<file path="src/rtl/frv_mem_arb_pkg.sv">
// Shared types for the frv memory arbiter: response-source encoding.
package frv_mem_arb_pkg;

  typedef enum logic {
    SRC_IMEM = 1'b0,
    SRC_DMEM = 1'b1
  } mem_src_t;

endpackage

</file>
<file path="src/rtl/frv_mem_arb_srcfifo.sv">
// In-order FIFO of request sources (imem/dmem) for accepted, unanswered requests.
// Push is ignored when full and pop is ignored when empty; pointers wrap modulo DEPTH.
module frv_mem_arb_srcfifo
  import frv_mem_arb_pkg::*;
#(
  parameter int DEPTH = 2
) (
  input  logic     clk,
  input  logic     rst,
  input  logic     push,
  input  logic     pop,
  input  mem_src_t din,
  output mem_src_t head,
  output logic     full,
  output logic     empty
);

  localparam int PW = (DEPTH > 1) ? $clog2(DEPTH) : 1;
  localparam int CW = $clog2(DEPTH + 1);

  logic [PW-1:0] wr_ptr;
  logic [PW-1:0] rd_ptr;
  logic [CW-1:0] count;
  mem_src_t      slots [DEPTH];
  logic          do_push;
  logic          do_pop;

  function automatic logic [PW-1:0] next_ptr(input logic [PW-1:0] p);
    return (p == PW'(DEPTH - 1)) ? '0 : p + 1'b1;
  endfunction

  assign full    = (count == CW'(DEPTH));
  assign empty   = (count == '0);
  assign do_push = push & ~full;
  assign do_pop  = pop & ~empty;
  assign head    = slots[rd_ptr];

  // Pointer, occupancy and storage update; reset discards all entries.
  always_ff @(posedge clk or posedge rst) begin
    if (rst) begin
      wr_ptr <= '0;
      rd_ptr <= '0;
      count  <= '0;
      for (int i = 0; i < DEPTH; i++) slots[i] <= SRC_IMEM;
    end else begin
      if (do_push) begin
        slots[wr_ptr] <= din;
        wr_ptr        <= next_ptr(wr_ptr);
      end
      if (do_pop) rd_ptr <= next_ptr(rd_ptr);
      case ({do_push, do_pop})
        2'b10:   count <= count + 1'b1;
        2'b01:   count <= count - 1'b1;
        default: count <= count;
      endcase
    end
  end

endmodule

</file>
<file path="src/rtl/frv_mem_arbiter.sv">
// Shares one memory port between the imem and dmem channels of frv_core.
// Optional macro FRV_MEM_ARB_ROUND_ROBIN_EN: round-robin tie-break instead of
// fixed dmem priority.
module frv_mem_arbiter
  import frv_mem_arb_pkg::*;
#(
  parameter int XLEN        = 32,
  parameter int OUTSTANDING = 2
) (
  input  logic            g_clk,
  input  logic            reset,
  input  logic            imem_req,
  input  logic            imem_wen,
  input  logic [3:0]      imem_strb,
  input  logic [XLEN-1:0] imem_wdata,
  input  logic [XLEN-1:0] imem_addr,
  output logic            imem_gnt,
  output logic            imem_recv,
  input  logic            imem_ack,
  output logic            imem_error,
  output logic [XLEN-1:0] imem_rdata,
  input  logic            dmem_req,
  input  logic            dmem_wen,
  input  logic [3:0]      dmem_strb,
  input  logic [XLEN-1:0] dmem_wdata,
  input  logic [XLEN-1:0] dmem_addr,
  output logic            dmem_gnt,
  output logic            dmem_recv,
  input  logic            dmem_ack,
  output logic            dmem_error,
  output logic [XLEN-1:0] dmem_rdata,
  output logic            mem_req,
  output logic            mem_wen,
  output logic [3:0]      mem_strb,
  output logic [XLEN-1:0] mem_wdata,
  output logic [XLEN-1:0] mem_addr,
  input  logic            mem_gnt,
  input  logic            mem_recv,
  input  logic            mem_error,
  input  logic [XLEN-1:0] mem_rdata,
  output logic            mem_ack,
  output logic            arb_spurious
);

  mem_src_t sel;
  mem_src_t tie_src;
  mem_src_t head;
  mem_src_t lock_src;
  logic     lock_vld;
  logic     sel_req;
  logic     fifo_full;
  logic     fifo_empty;
  logic     grant;
  logic     resp_vld;
  logic     route_imem;
  logic     route_dmem;

`ifdef FRV_MEM_ARB_ROUND_ROBIN_EN
  mem_src_t prio_q;

  // Tie winner for the next arbitration is always the channel just passed over.
  always_ff @(posedge g_clk or posedge reset) begin
    if (reset)      prio_q <= SRC_IMEM;
    else if (grant) prio_q <= (sel == SRC_IMEM) ? SRC_DMEM : SRC_IMEM;
  end

  assign tie_src = prio_q;
`else
  assign tie_src = SRC_DMEM;
`endif

  // Channel selection: a pending lock wins, then a lone requester, then the tie rule.
  always_comb begin
    sel = tie_src;
    if (lock_vld)                   sel = lock_src;
    else if (imem_req && !dmem_req) sel = SRC_IMEM;
    else if (dmem_req && !imem_req) sel = SRC_DMEM;
  end

  assign sel_req   = (sel == SRC_DMEM) ? dmem_req : imem_req;
  assign mem_req   = sel_req & ~fifo_full & ~reset;
  assign mem_wen   = (sel == SRC_DMEM) ? dmem_wen   : imem_wen;
  assign mem_strb  = (sel == SRC_DMEM) ? dmem_strb  : imem_strb;
  assign mem_wdata = (sel == SRC_DMEM) ? dmem_wdata : imem_wdata;
  assign mem_addr  = (sel == SRC_DMEM) ? dmem_addr  : imem_addr;
  assign grant     = mem_req & mem_gnt;
  assign imem_gnt  = grant & (sel == SRC_IMEM);
  assign dmem_gnt  = grant & (sel == SRC_DMEM);

  // Hold selection on a channel that is waiting for its grant so the shared
  // request cannot change underneath the memory; a dropped req also releases it.
  always_ff @(posedge g_clk or posedge reset) begin
    if (reset) begin
      lock_vld <= 1'b0;
      lock_src <= SRC_IMEM;
    end else begin
      lock_vld <= sel_req & ~grant;
      lock_src <= sel;
    end
  end

  frv_mem_arb_srcfifo #(
    .DEPTH (OUTSTANDING)
  ) u_srcfifo (
    .clk   (g_clk),
    .rst   (reset),
    .push  (grant),
    .pop   (mem_recv & mem_ack),
    .din   (sel),
    .head  (head),
    .full  (fifo_full),
    .empty (fifo_empty)
  );

  assign resp_vld   = ~fifo_empty & ~reset;
  assign route_imem = resp_vld & (head == SRC_IMEM);
  assign route_dmem = resp_vld & (head == SRC_DMEM);
  assign imem_recv  = route_imem & mem_recv;
  assign dmem_recv  = route_dmem & mem_recv;
  assign imem_error = route_imem & mem_error;
  assign dmem_error = route_dmem & mem_error;
  assign imem_rdata = route_imem ? mem_rdata : '0;
  assign dmem_rdata = route_dmem ? mem_rdata : '0;
  assign mem_ack    = (route_imem & imem_ack) | (route_dmem & dmem_ack);

  // Sticky record of a response arriving with nothing outstanding.
  always_ff @(posedge g_clk or posedge reset) begin
    if (reset)                       arb_spurious <= 1'b0;
    else if (fifo_empty && mem_recv) arb_spurious <= 1'b1;
  end

endmodule

</file>
<file path="config.mk">
export PLATFORM = sky130hd
export DESIGN_NAME = frv_mem_arbiter
export DESIGN_NICKNAME = d
export VERILOG_FILES = /design/src/rtl/frv_mem_arb_pkg.sv /design/src/rtl/frv_mem_arb_srcfifo.sv /design/src/rtl/frv_mem_arbiter.sv
export SDC_FILE = /design/constraint.sdc
export NUM_CORES = 1
export LEC_CHECK = 0
export ABC_AREA = 1
export BUFFER_PORTS_ARGS = -buffer_cell sky130_fd_sc_hd__buf_2
export CORE_AREA = 2 2 126 128
export CTS_BUF_LIST = sky130_fd_sc_hd__clkbuf_2
export DETAILED_ROUTE_END_ITERATION = 10
export DIE_AREA = 0 0 128 130
export PLACE_DENSITY = 0.42
export SLEW_MARGIN = 10
export SYNTH_ARGS = -nofsm -noshare
export SYNTH_HDL_FRONTEND = slang
export SYNTH_SLANG_ARGS = --single-unit
</file>
<file path="constraint.sdc">
create_clock -name g_clk -period 2.2 [get_ports g_clk]
set_input_delay 0.44 -clock g_clk [delete_from_list [all_inputs] [get_ports g_clk]]
set_output_delay 0.44 -clock g_clk [all_outputs]
set_load 0.05 [all_outputs]
</file>
==> results.py <==
metrics = {
    "status": {
        "status": "complete, no violations",
    },
    "pwr": {
        "swShare_pct": 70.9,
        "powerDensity_mw_per_mm2": 1210,
        "p_sw_mw": 3.36,
        "total_power_mw": 4.74,
        "irDropWorstVdd_mv": 0.381,
        "clock_power_share_pct": 2.3,
        "internal_power_mw": 1.38,
        "pwr-share-seq_pct": 5.9,
        "p_leak_nw": 2.71,
        "p_comb_share_pct": 91.7,
    },
    "die": {
        "dieArea_mm2": 0.0166,
        "die_y_um": 130,
        "die_w_um": 128,
        "core-area_mm2": 0.0154,
        "start_util_pct": 11.5,
        "io_pins": 321,
        "fp-row-count": 46,
    },
    "place": {
        "gp_congestion": 0.759,
        "placed_cells": 889,
        "io_buffers": 320,
        "hpwl_um": 9220,
        "dpl-instance-area_mm2": 0.00365,
    },
    "cells_and_area": {
        "area_growth_pct": 120,
        "final_nets": 884,
        "final_layout_size_suffix_gt1_share_pct": 48.5,
        "fin_cells": 895,
        "fill_cells": 1845,
        "num_antenna_cells": 0,
        "final_area_mm2": 0.00391,
    },
    "clock_network": {
        "cts-root-buf": "clkbuf_2",
        "clk_latency_ns": 0.25,
        "clock_tree.buffer_depth": 2,
        "cts_sinks": 9,
        "cts_tree": "yes",
        "cts-htree-levels": 1,
        "cts_setup_buffers": 0,
        "clk_pin_slew_ns": 0.10,
        "cts_buffers": 3,
        "cts_hold_buf": 0,
    },
    "critical_path": {
        "path_class": "reg2out",
        "path_max_fanout": 34,
        "worstPathArrival_ns": 1.67,
        "crit_chain": "nor2_2, nor2_4, nand2_4, buf_12, nor2_1, buf_2",
        "cp.required_ns": 1.76,
        "slowest_stage": "dfrtp_1",
        "crit_path_end_kind": "primary output",
        "cpPeakStageDelay_ns": 0.44,
        "critPathLaunchType": "register",
    },
    "global_routing": {
        "grt_max_degree": 57,
        "antenna_found_initial": 0,
        "grt_overflow": 0,
        "grt_usage_pct": 10.9,
        "grt_pass1_vias": 2911,
        "grt_pass1_wl_um": 14400,
    },
    "sta": {
        "relSlewSlack_pct": 75.4,
        "fin_crit_sh_pct": 95.8,
        "rsz0062_at_grt": "true",
        "skew_ns": 0.00698,
        "setup_violations": 0,
        "fmax_ghz": 0.474,
        "finalHoldViolCount": 0,
        "totalNegativeSetupSlack_ns": 0,
        "timing.hold.ws_ns": 0.176,
        "tightest_slew_ns": 0.368,
        "report.final.slew_viol_count": 0,
        "layout_min_cycle_time_ns": 2.11,
    },
    "route": {
        "viasPerCell": 3.74,
        "drt-initial-drc-count": 76,
        "vias": 3351,
        "drc_errors": 0,
        "wl_per_cell_um": 12.4,
        "dr.pass1.iters": 4,
        "antenna_left": 0,
        "drt_wl_total_um": 11100,
    },
    "synth": {
        "yosysSeqAreaShare_pct": 12.7,
        "yosys.cell_types.count": 23,
        "syn_area_mm2": 0.00177,
        "synth_top_area_share_pct": 45.6,
        "synth_area_per_cell_um2": 4.53,
        "syn-num-nets": 571,
        "ys_seq_elements": 9,
        "ys_warn_count": 0,
        "synthTopCellsByArea": "nand2_1 46%, nor2_1 16%, dfrtp_1 13%",
        "yosysTopAreaCell": "nand2_1",
        "syn_inst": 391,
    },
    "run": {
        "drv_cap": 0,
    },
    "hold_path": {
        "hold_path.class": "in2async",
    },
}
==> state kept, by name, indices dropped and copies added (netlist names) <==
signal            cells
u_srcfifo.count       2
u_srcfifo.slots       2
arb_spurious          1
lock_src              1
lock_vld              1
u_srcfifo.rd_ptr      1
u_srcfifo.wr_ptr      1
==> synth_stat cells <==
cell type	number
a21o_1	1
a21oi_1	1
buf_1	3
buf_2	14
clkbuf_1	3
dfrtp_1	9
ha_1	1
inv_1	47
inv_2	1
nand2_1	215
nand2_2	2
nand2_4	1
nand3_1	6
nand3b_1	2
nand4_2	1
nor2_1	75
nor2_4	1
o21ai_0	1
o21ai_1	1
o21ai_4	1
o21bai_1	2
xnor2_1	1
xor2_1	2
==> worst paths after layout <==
check	start	endpoint	slack (ns)	depth (start not counted)
max in group asynchronous	reset	u_srcfifo.slots[0]$_DFFE_PP0P_	1.75	2
max reg2reg	u_srcfifo.count[0]$_DFFE_PP0P_	u_srcfifo.count[1]$_DFFE_PP0P_	0.32	10
max	u_srcfifo.count[0]$_DFFE_PP0P_	dmem_rdata[19]	0.09	6
min reg2reg	arb_spurious$_DFFE_PP0P_	arb_spurious$_DFFE_PP0P_	0.46	1
min in group g_clk	mem_recv	arb_spurious$_DFFE_PP0P_	0.46	2
min	reset	lock_vld$_DFF_PP0_	0.18	2
==> layout make-up <==
type                    count  area, um2  share of cell area, %
well taps                 192        240                   6.15
flip-flops and latches      9        225                   5.77
multi-input cells         314       1290                   33.1
clock buffers               4       20.0                  0.513
repair buffers            328       1940                   49.8
inverters                  48        183                   4.68
==> through the flow <==
step	utilization, %	setup WS, ns
4_1_cts	23.8	0.0311
6_report	25.3	0.0915
3_5_place_dp	23.6	0.179
2_1_floorplan	-	0.146
3_3_place_gp	23.6	0.167
5_1_grt	25.3	-0.0135
==> per-layer routing <==
metal	global-route usage, %	share of wire, %
met1	11.0	35
met2	22.7	55
met3	2.42	9.3
met4	2.07	0.57
met5	0	0
==> layout by cell type (no fill, tap or decap), types with 2 or more instances in the layout <==
cell and count:
clkbuf_4 44, inv_1 47, nand2_4 2, clkbuf_2 4, o21bai_1 2, xor2_1 2
clkbuf_16 2, nand3b_1 2, buf_6 3, buf_2 256, nor2_1 74, nand3_1 6
buf_4 17, dfrtp_1 9, nand2_1 215, buf_12 6
==> critical path: cells and delay by family, from the launching register on <==
kind / cells / cell delay (ns)
flip-flops: 1 / 0.44
AND/OR/NAND/NOR: 4 / 0.49
buffers and inverters: 2 / 0.46
==> what timing repair did <==
item | CTS | global route
hold endpoints to repair | 0 | 0
cloned | 0 | 2
gates resized for setup | 2 | 86
endpoints found under the setup margin | 25 | 96
==> power by group through the flow <==
stage               Clock, mW  Combinational (mW)  Sequential (mW)
CTS                     0.114                4.15            0.280
global route            0.122                4.62            0.290
global placement            0                4.16            0.282
finish                  0.111                4.35            0.281
detailed placement          0                4.14            0.280
floorplan                   0                3.08            0.274
==> logic make-up after synthesis <==
| group | after synthesis | synth area share [%] |
|---|---|---|
| xor gates and xnor gates | 3 | 1.48 |
| buffers and inverters | 68 | 15.4 |
| AOI/OAI and AO/OA | 7 | 3.04 |
| DFF | 9 | 12.7 |
| adders and majority gates | 1 | 0.706 |
| and+or+nand+nor | 303 | 66.7 |
Note: power is estimated with default switching activity, not from simulation.
